### src/rtl/rle_stream_decompressor.sv
// Run-length decoder: turns words of count fields into ROW_SIZE-bit rows of alternating digits.
// Decodes one field per clock; a row may continue across several input words.
//
// state  | meaning
// IDLE   | waiting for a compressed word (a row may be open from the previous word)
// DECODE | consuming one count field per cycle from the shift register
// OUTPUT | holding the finished row until the consumer takes it
module rle_stream_decompressor #(
  parameter int SECTION_SIZE = 4,
  parameter int ROW_SIZE     = 16,
  parameter int WORD_SIZE    = 16
) (
  input  logic                 clk,
  input  logic                 rst,
  input  logic                 in_valid,
  output logic                 in_ready,
  input  logic [WORD_SIZE-1:0] in_data,
  input  logic                 in_first_digit,
  output logic                 out_valid,
  input  logic                 out_ready,
  output logic [ROW_SIZE-1:0]  out_data,
  output logic                 out_short,
  output logic                 out_error,
  output logic                 busy
);

  localparam int FIELDS = WORD_SIZE / SECTION_SIZE;
  localparam int IDX_W  = (FIELDS > 1) ? $clog2(FIELDS) : 1;
  // Sum path must hold a full row plus the largest count without wrapping.
  localparam int FILL_W = $clog2(ROW_SIZE + 2**SECTION_SIZE);
  localparam logic [FILL_W-1:0] ROW_FILL = FILL_W'(ROW_SIZE);
  localparam logic [IDX_W-1:0]  LAST_IDX = IDX_W'(FIELDS - 1);

  typedef enum logic [1:0] {IDLE, DECODE, OUTPUT} stateT;

  stateT                   state, nextState;
  logic [WORD_SIZE-1:0]    shiftReg;
  logic [IDX_W-1:0]        fieldIdx;
  logic [FILL_W-1:0]       fill;
  logic                    curDigit;
  logic                    rowOpen;
  logic [ROW_SIZE-1:0]     rowReg;
  logic                    shortFlag;
  logic                    errorFlag;

  logic [SECTION_SIZE-1:0] fieldVal;
  logic [FILL_W-1:0]       sumFill;
  logic                    fieldZero;
  logic                    overflow;
  logic                    rowFull;
  logic                    lastField;
  logic [ROW_SIZE-1:0]     runMask;
  logic [ROW_SIZE-1:0]     rowNext;

  assign fieldVal  = shiftReg[SECTION_SIZE-1:0];
  assign sumFill   = fill + FILL_W'(fieldVal);
  assign fieldZero = (fieldVal == '0);
  assign overflow  = (sumFill > ROW_FILL);
  assign rowFull   = (sumFill == ROW_FILL);
  assign lastField = (fieldIdx == LAST_IDX);

  // Row position p (MSB = 0) is covered when fill <= p < fill+n; an overflowing run is clipped at the row end.
  always_comb begin
    runMask = '0;
    for (int i = 0; i < ROW_SIZE; i++) begin
      if ((FILL_W'(ROW_SIZE - 1 - i) >= fill) && (FILL_W'(ROW_SIZE - 1 - i) < sumFill)) begin
        runMask[i] = 1'b1;
      end
    end
  end

  assign rowNext = curDigit ? (rowReg | runMask) : (rowReg & ~runMask);

  always_ff @(posedge clk) begin
    if (!rst) begin
      state <= IDLE;
    end else begin
      state <= nextState;
    end
  end

  always_comb begin
    nextState = state;
    case (state)
      IDLE: begin
        if (in_valid) nextState = DECODE;
      end
      DECODE: begin
        if (fieldZero || overflow || rowFull) begin
          nextState = OUTPUT;
        end else if (lastField) begin
          nextState = IDLE;
        end
      end
      OUTPUT: begin
        if (out_ready) nextState = IDLE;
      end
      default: nextState = IDLE;
    endcase
  end

  always_comb begin
    in_ready  = rst && (state == IDLE);
    out_valid = (state == OUTPUT);
    busy      = (state != IDLE) || rowOpen;
  end

  assign out_data  = rowReg;
  assign out_short = shortFlag;
  assign out_error = errorFlag;

  always_ff @(posedge clk) begin
    if (!rst) begin
      shiftReg  <= '0;
      fieldIdx  <= '0;
      fill      <= '0;
      curDigit  <= 1'b0;
      rowOpen   <= 1'b0;
      rowReg    <= '0;
      shortFlag <= 1'b0;
      errorFlag <= 1'b0;
    end else begin
      case (state)
        IDLE: begin
          if (in_valid) begin
            shiftReg <= in_data;
            fieldIdx <= '0;
            if (!rowOpen) begin
              curDigit <= in_first_digit;
              fill     <= '0;
              rowReg   <= '0;
            end
          end
        end
        DECODE: begin
          if (fieldZero) begin
            shortFlag <= (fill < ROW_FILL);
          end else if (overflow) begin
            rowReg    <= rowNext;
            fill      <= ROW_FILL;
            errorFlag <= 1'b1;
          end else begin
            rowReg   <= rowNext;
            fill     <= sumFill;
            curDigit <= ~curDigit;
            shiftReg <= shiftReg >> SECTION_SIZE;
            fieldIdx <= fieldIdx + IDX_W'(1);
            if (!rowFull && lastField) rowOpen <= 1'b1;
          end
        end
        OUTPUT: begin
          if (out_ready) begin
            rowOpen   <= 1'b0;
            shortFlag <= 1'b0;
            errorFlag <= 1'b0;
          end
        end
        default: ;
      endcase
    end
  end

endmodule

### config.mk
export PLATFORM = sky130hd
export DESIGN_NAME = rle_stream_decompressor
export DESIGN_NICKNAME = d
export VERILOG_FILES = /design/src/rtl/rle_stream_decompressor.sv
export SDC_FILE = /design/constraint.sdc
export NUM_CORES = 1
export LEC_CHECK = 0
export CORE_MARGIN = 4
export CORE_UTILIZATION = 55
export CTS_CLUSTER_DIAMETER = 80
export DETAILED_ROUTE_END_ITERATION = 8
export PLACE_DENSITY_LB_ADDON = 0.12
export SLEW_MARGIN = 40
export SYNTH_ARGS = -nofsm -noshare
export SYNTH_HDL_FRONTEND = slang
export SYNTH_SLANG_ARGS = --single-unit
### constraint.sdc
create_clock -name clk -period 7.89 [get_ports clk]
set_clock_uncertainty 0.1 [all_clocks]
set_input_delay 1.578 -clock clk [delete_from_list [all_inputs] [get_ports clk]]
set_output_delay 1.578 -clock clk [all_outputs]
set_load 0.01 [all_outputs]
; Word-level counts from Yosys, hierarchy flattened
; Cells that the tools add are included.
[word_totals]
reg_bits = 45
inputBits = 21
output_inout_bits = 21
[op_classes]
n_addsub = 2
magnitude_cmp = 34
eq_ne = 13
mux = 54
bitwise = 4
reduce_logical = 34
[op_table]
columns = operator, n
row1 = $mux W16, 7
row2 = $pmux W16 S2, 2
row3 = $ge A4 B5 Y1 const A, 8
row4 = $lt A4 B5 Y1 const A, 8
row5 = $mux W1, 27
row6 = $ge A3 B5 Y1 const A, 4
row7 = $lt A3 B5 Y1 const A, 4
row8 = $mux W5, 4
row9 = $logic_and A1 B1 Y1, 18
row10 = $and A16 B16 Y16, 1
row11 = $not A16 Y16, 1
row12 = $or A16 B16 Y16, 1
row13 = $mux W2, 7
row14 = $ne A2 B2 Y1 const B, 7
row15 = $reduce_and A4 Y1, 3
row16 = $ge A1 B5 Y1 const A, 2
row17 = $ge A2 B5 Y1 const A, 2
row18 = $lt A1 B5 Y1 const A, 2
row19 = $lt A2 B5 Y1 const A, 2
row20 = $pmux W5 S2, 1
row21 = $reduce_and A5 Y1, 2
row22 = $pmux W1 S2, 4
row23 = $pmux W2 S3, 1
row24 = $reduce_and A3 Y1, 2
row25 = other kinds (16), 21

; Depth between registers and ports, before layout
; Gate-level depths: netlist of run 1.
[depth]
ltp_word = 9
ltp_mapped = 11

; Worst setup path before layout of run 1
; OpenSTA, ideal clock, no wires.
[synth_path]
path_kind = input to output
startpoint = in rst
endpoint = out in_ready
arrival_time_ns = 1.797
required_ns = 6.212
path_slack_ns = 4.415
cell_stages = 2
cell_sequence = nand2b_1 -> nor2_1
[synth_via]
elab_chain_cells = 1
[synth_rtl]
columns = item, line_no
row1 = "start, declared", 14  ; input logic rst,
row2 = $logic_and A1 B1 Y1, 103  ; in_ready = rst && (state == IDLE);
row3 = "end, declared", 16  ; output logic in_ready,
; No other way between the ends.

; Worst setup path after layout of run 1
; Same ends and word-level chain as after synthesis.

==> Implementation_results.wiki, run 1 <==
{| class="wikitable"
! Metric !! Value
|-
| Status || finished, final reports clean
|-
| Via count of the first global-routing pass || 2758
|-
| Largest area contributor in the synthesized netlist || sky130_fd_sc_hd__dfxtp_1
|-
| Worst slack, placed || 2.966 ns
|-
| Worst hold slack || 0.3659 ns
|-
| Fin crit period || 4.938 ns
|-
| First-pass GRT wire length || 13680 µm
|-
| Pins over their slew limit || 0
|-
| Clock latency on the worst-skew pair || 0.31 ns
|-
| Tcrit/Tclk final || 62.59%
|-
| Total CTS buffers || 5
|-
| Area Growth Syn to Fin || 17.74%
|-
| Number of flops mapped to enable cells by yosys || 0
|-
| Area enclosed by the die boundary || 6352 µm²
|-
| Setup TNS || 0 ns
|-
| Commonest non-fill, non-tap cell in the layout || sky130_fd_sc_hd__nand2_1
|-
| Cell area after synthesis || 2828 µm²
|-
| Number of top-level pins || 42
|-
| Number of detailed-route iterations in the first pass || 5
|-
| Worst hold-check path type || register to register
|-
| Reg clk slew, reported paths || 0.08 ns
|-
| Core footprint || 4848 µm²
|-
| Total detailed-routing wirelength || 8544 µm
|-
| Antenna violations before repair || 0
|-
| Required time of the critical path || 6.21 ns
|-
| Via total after detailed routing || 3053
|-
| Number of port buffers || 41
|-
| Post-route design area || 3329 µm²
|-
| Number of buffers inserted by hold repair at cts || 0
|-
| Worst IR drop on VDD || 0.00009363 V
|-
| Deepest clock path buffer count || 2
|-
| CTS root buf || sky130_fd_sc_hd__clkbuf_8
|-
| Routability congestion estimate from global placement || 0.9426
|-
| Flip-flop and latch count after synthesis || 45
|-
| DP HPWL || 5738 µm
|-
| Highest fanout seen on the critical path || 16
|-
| CTS tree || built
|-
| Via/cell ratio || 6.524
|-
| H-tree depth || 2
|-
| Number of cells upsized or downsized after cts || 0
|-
| Top post-synthesis cells by area || sky130_fd_sc_hd__dfxtp_1, sky130_fd_sc_hd__nand2_1, sky130_fd_sc_hd__a21oi_1
|-
| Startpoint-to-endpoint class of the critical path || primary input to output pin
|-
| Detailed-route DRC error count || 0
|-
| Primary flip-flop cell chosen by synthesis mapping || sky130_fd_sc_hd__dfxtp_1
|-
| Detailed router's first-iteration violation count || 442
|-
| Total routing resource utilization after global routing || 27.58%
|-
| Filler instances || 416
|-
| Number of antenna diodes || 0
|-
| Synth warnings || 0
|-
| Setup-failing EPs final || 0
|-
| GRT overflow || 0
|-
| FP Rows || 25
|-
| Area share of the largest cell type after synthesis || 31.86%
|-
| Post-CTS setup buffers || 0
|-
| Asr flop ratio synth || 0%
|-
| Wire per inst || 18.26 µm
|-
| Die height || 79.70 µm
|-
| Data arrival time of the critical path || 3.26 ns
|-
| Reported leakage power || 0.001196 µW
|-
| Fraction of layout instances using a drive strength above 1 || 5.736%
|-
| Clk sink count || 45
|-
| Effective utilization at floorplan || 58.32%
|-
| Die W || 79.70 µm
|-
| Number of routed nets with antenna violations || 0
|-
| Gate Count Post-Synth || 373
|-
| Unrepaired setup endpoints after global routing || false
|-
| Mean cell area of the mapped netlist || 7.581 µm²
|-
| Number of hold violations in the final report || 0
|-
| Max-cap viol count || 0
|-
| Critical path endpoint category || output pin
|-
| Seq/Total Area, Yosys || 31.86%
|-
| Number of nets in the layout || 427
|-
| Post-synth net total || 400
|-
| Worst Slack Setup Final || 2.952 ns
|-
| Placed standard-cell area || 3234 µm²
|-
| Power density of the placed cells || 202.8 nW/µm²
|-
| Worst slew slack as a fraction of its limit || 40.87%
|-
| Unique masters post-synth || 62
|-
| Commonest cells after routing, fill and taps aside || sky130_fd_sc_hd__nand2_1, sky130_fd_sc_hd__dfxtp_1, sky130_fd_sc_hd__clkdlybuf4s50_1
|-
| Maximum number of pins on one net before global-route repair || 34
|-
| Slew @ Worst Pin || 0.8837 ns
|-
| Crit start category || primary input
|-
| Maximum achievable frequency || 202.5 MHz
|}
==> final timing paths <==
kind | start | to | slack (ns) | cells past startpoint
min | out_data[3]$_SDFFE_PN0P_ | out_data[3]$_SDFFE_PN0P_ | 0.37 | 2
min reg2reg | out_data[3]$_SDFFE_PN0P_ | out_data[3]$_SDFFE_PN0P_ | 0.37 | 2
max reg2reg | fill[0]$_SDFFE_PN0P_ | curDigit$_SDFFE_PN0P_ | 4.20 | 9
max | rst | in_ready | 2.95 | 4
==> sequential cells by signal, indices dropped and copies added (netlist names) <==
register,cells
out_error,1
out_data,16
fill,5
fieldIdx,2
rowOpen,1
state,2
out_short,1
curDigit,1
shiftReg,16
==> cells in the mapped netlist (all sizes together) (2+ instances only) <==
library cell	count
clkbuf	17
nand2b	12
a211o	9
a22oi	13
mux2i	2
nor2b	3
a32o	2
a31oi	16
o21a	2
a32oi	4
nor2	37
or4	3
xnor2	2
o31a	2
ha	5
o22ai	3
o311ai	2
nand3	16
buf	7
a311oi	2
xor2	2
a211oi	2
inv	7
or2	2
or3	3
dfxtp	45
a2bb2oi	4
a21oi	32
a21boi	3
nor4	3
and3	4
nor3	4
o211ai	5
o21ai	23
o21bai	2
nand2	57
and2	2
a2111oi	2
==> final cells by class <==
type	count	area (µm²)	share of cell area, %
Clock buffer	5	68.82	2.067
Clock inverter	3	22.52	0.6764
Inverter	7	26.28	0.7892
Multi-Input combinational cell	297	1794	53.89
Sequential cell	45	900.9	27.06
Tap cell	67	83.83	2.518
Timing Repair Buffer	44	432.9	13.00
==> layer usage <==
metal	track usage, %	part of all wire (%)	vias up
met2	41.99	44	190
met5	0	0	-
met1	37.06	43	1396
met3	7.675	11	30
met4	10.14	2.6	0
li1	-	-	1437
==> kinds of logic (layout without fill, tap and decap cells) <==
kind of cell | Yosys count | in the layout | synth area share (%)
AO/OA/AOI/OAI | 137 | 137 | 33.01
multiplexers | 2 | 2 | 0.7080
buffers and inverters | 31 | 59 | 4.911
AND/OR/NAND/NOR | 148 | 148 | 24.69
adder cells (fa/ha/maj) | 6 | 6 | 2.920
XOR/XNOR | 4 | 4 | 1.903
flip-flops | 45 | 45 | 31.86
==> stage by stage <==
stage / utilization, % / std cells / total power, µW
finish: 68.67 / 468 / 675.3
global route: 68.67 / 468 / 708.6
CTS: 68.59 / 468 / 664.1
detailed placement: 66.71 / 460 / 517.3
global placement: 66.71 / 460 / 513.3
floorplan: - / 373 / 448.2
==> power by group <==
part / switching, µW / internal [µW]
registers: 24.2 / 246
clock network: 86.2 / 63.0
logic: 164 / 92.4
total: 274 / 401
==> worst max-delay path, stage by stage <==
cell	delay, ns
sky130_fd_sc_hd__clkdlybuf4s50_1	0.88
sky130_fd_sc_hd__nand2b_1	0.14
sky130_fd_sc_hd__nor2_1	0.11
sky130_fd_sc_hd__clkdlybuf4s50_1	0.54
Note: power is estimated with default switching activity, not from simulation.
==> inputs of run 2 (changes only) <==
--- a/config.mk
+++ b/config.mk
@@ -6,7 +6,7 @@
 export NUM_CORES = 1
 export LEC_CHECK = 0
 export CORE_MARGIN = 4
-export CORE_UTILIZATION = 55
+export CORE_UTILIZATION = 49
 export CTS_CLUSTER_DIAMETER = 80
 export DETAILED_ROUTE_END_ITERATION = 8
 export PLACE_DENSITY_LB_ADDON = 0.12
==> constraint.sdc (replaced) <==
create_clock -name clk -period 4.07 [get_ports clk]
set_clock_uncertainty 0.1 [all_clocks]
set_input_delay 0.814 -clock clk [delete_from_list [all_inputs] [get_ports clk]]
set_output_delay 0.814 -clock clk [all_outputs]
set_load 0.01 [all_outputs]
==> Implementation_results.wiki, run 2 (synthesis results as in run 1) <==
{| class="wikitable"
! Metric !! Value
|-
| Status || finished, final reports clean
|-
| Via total after detailed routing || 3060
|-
| Slew @ Worst Pin || 0.8478 ns
|-
| Required time of the critical path || 4.20 ns
|-
| Setup-failing EPs final || 0
|-
| Deepest clock path buffer count || 2
|-
| Cell type group with the largest total delay on the critical path || simple AND/OR/NAND/NOR gates
|-
| Commonest non-fill, non-tap cell in the layout || sky130_fd_sc_hd__nand2_1
|-
| First-pass GRT wire length || 14020 µm
|-
| Delay of the slowest cell on the worst path || 0.52 ns
|-
| Die height || 83.97 µm
|-
| H-tree depth || 2
|-
| Highest fanout seen on the critical path || 19
|-
| Number of antenna diodes || 0
|-
| Area Growth Syn to Fin || 18.63%
|-
| Sequential cell area || 900.9 µm²
|-
| Post-Place Cells || 469
|-
| Via count of the first global-routing pass || 2935
|-
| DP HPWL || 6054 µm
|-
| Hold wc startpoint || out_data[3]$_SDFFE_PN0P_
|-
| Number of nets in the layout || 431
|-
| Number of routed nets with antenna violations || 0
|-
| Number of detailed-route iterations in the first pass || 5
|-
| Number of port buffers || 41
|-
| Antenna violations before repair || 0
|-
| CTS tree || built
|-
| Setup TNS || 0 ns
|-
| Start point of the critical path || fill[0]$_SDFFE_PN0P_
|-
| Effective utilization at floorplan || 51.04%
|-
| Fin crit period || 3.191 ns
|-
| Critical path endpoint category || register
|-
| Clock latency on the worst-skew pair || 0.30 ns
|-
| Total detailed-routing wirelength || 8618 µm
|-
| Final std cells w/o fill || 477
|-
| Fraction of power spent switching nets || 39.97%
|-
| Crit start category || register
|-
| Fraction of layout instances using a drive strength above 1 || 5.926%
|-
| Maximum achievable frequency || 313.4 MHz
|-
| FP Rows || 27
|-
| Area enclosed by the die boundary || 7050 µm²
|-
| Number of top-level pins || 42
|-
| Commonest cells after routing, fill and taps aside || sky130_fd_sc_hd__nand2_1, sky130_fd_sc_hd__dfxtp_1, sky130_fd_sc_hd__clkdlybuf4s50_1
|-
| Origin of the critical flop-to-flop path || fill[0]$_SDFFE_PN0P_
|-
| Worst IR drop on VDD || 0.0002085 V
|-
| Worst hold-check path type || register to register
|-
| Wire per inst || 18.07 µm
|-
| Number of hold violations in the final report || 0
|-
| Cell with the largest stage delay on the worst path || sky130_fd_sc_hd__or4_1
|-
| Via/cell ratio || 6.415
|-
| Startpoint-to-endpoint class of the critical path || register to register
|-
| Worst Reg2Reg Path Length in Cells || 10
|-
| CTS root buf || sky130_fd_sc_hd__clkbuf_8
|-
| Routability congestion estimate from global placement || 0.9467
|-
| GRT overflow || 0
|-
| Number of stages on the worst setup path || 10
|-
| Clk network pwr share || 21.4%
|-
| Combinational Power Share || 38.6%
|-
| Worst hold stages || 2
|-
| Max-cap viol count || 0
|-
| CP cell instances || ha_1, inv_1, fa_1, nand2b_1, a21oi_2, buf_4, xnor2_1, a21oi_4, or4_1, a31oi_1
|-
| Die W || 83.97 µm
|-
| Reported leakage power || 0.001207 µW
|-
| Filler instances || 520
|-
| Pins over their slew limit || 0
|-
| Number of cells upsized or downsized after cts || 0
|-
| Data arrival time of the critical path || 3.32 ns
|-
| Total routing resource utilization after global routing || 24.11%
|-
| Maximum number of pins on one net before global-route repair || 32
|-
| Total buffers and inverters traversed by the critical path || 2
|-
| Number of buffers inserted by hold repair at cts || 0
|-
| Setup slack of the most critical reg-to-reg path || 0.88 ns
|-
| Tcrit/Tclk final || 78.40%
|-
| Worst slew slack as a fraction of its limit || 43.27%
|-
| Unrepaired setup endpoints after global routing || false
|-
| Int Pwr || 782.8 µW
|-
| Clk sink count || 45
|-
| Net switching power figure || 521.2 µW
|-
| Combined area of the multi-input logic cells || 1790 µm²
|-
| Total CTS buffers || 5
|-
| Core footprint || 5540 µm²
|-
| Sequential share of power || 40.0%
|-
| Reg clk slew, reported paths || 0.09 ns
|-
| Power density of the placed cells || 388.7 nW/µm²
|-
| Detailed-route DRC error count || 0
|-
| Post-CTS setup buffers || 0
|-
| Detailed router's first-iteration violation count || 375
|}
-- run 2: cell count changes in the layout (fill, tap and decap cells not counted), sizes merged --
| cell | previous run | this run |
|---|---|---|
| buf | 3 | 7 |
| clkinv | 3 | 0 |
| clkbuf | 5 | 7 |
| clkinvlp | 0 | 1 |
-- run 2: power groups by stage --
| stage | registers (µW) | logic [µW] | clock network (µW) |
|---|---|---|---|
| 2_1_floorplan | 513 | 356 | 0 |
| 3_3_place_gp | 528 | 489 | 0 |
| 3_5_place_dp | 530 | 487 | 0 |
| 4_1_cts | 520 | 490 | 287 |
| 5_1_grt | 528 | 542 | 309 |
| 6_report | 522 | 503 | 280 |
-- run 2: final timing paths --
| path | end |
|---|---|
| hold reg to reg | out_data[3]$_SDFFE_PN0P_ |
| setup reg to reg | curDigit$_SDFFE_PN0P_ |
| setup / recovery | curDigit$_SDFFE_PN0P_ |
| hold / removal | out_data[3]$_SDFFE_PN0P_ |
-- run 2: routing by layer --
metal | share of wire, % | up-vias | global-route usage [%]
li1 | - | 1438 | -
met1 | 42 | 1428 | 30.08
met2 | 46 | 157 | 38.47
met3 | 7.9 | 37 | 5.726
met4 | 3.5 | 0 | 12.43
met5 | 0 | - | 0
-- run 2: final cells by class --
class                      instances  share of cell area, %
sequential                        45                  26.86
multi-input combinational        297                  53.38
inverter                           7                 0.7833
timing repair buffer              48                  13.80
clock buffer                       7                  2.275
clock inverter                     1                 0.2238
tap                               72                  2.686
-- run 2: through the flow --
step           power, µW  util [%]  worst slack (ns)  area, µm²  hold slack [ns]
2_1_floorplan      868.8         -             1.366       2828           0.3617
3_3_place_gp        1017     59.03             1.040       3271           0.3618
3_5_place_dp        1017     59.03            0.9495       3271           0.3600
4_1_cts             1296     60.55            0.9229       3354           0.3726
5_1_grt             1380     60.55            0.6958       3354           0.3877
6_report            1304     60.55            0.8790       3354           0.3701
-- run 2: worst min-delay path, delay by kind of cell (launching register included) --
family,cells,cell delay (ns)
AO/OA/AOI/OAI,1,0.05
flip-flops,1,0.33
AND/OR/NAND/NOR,1,0.05
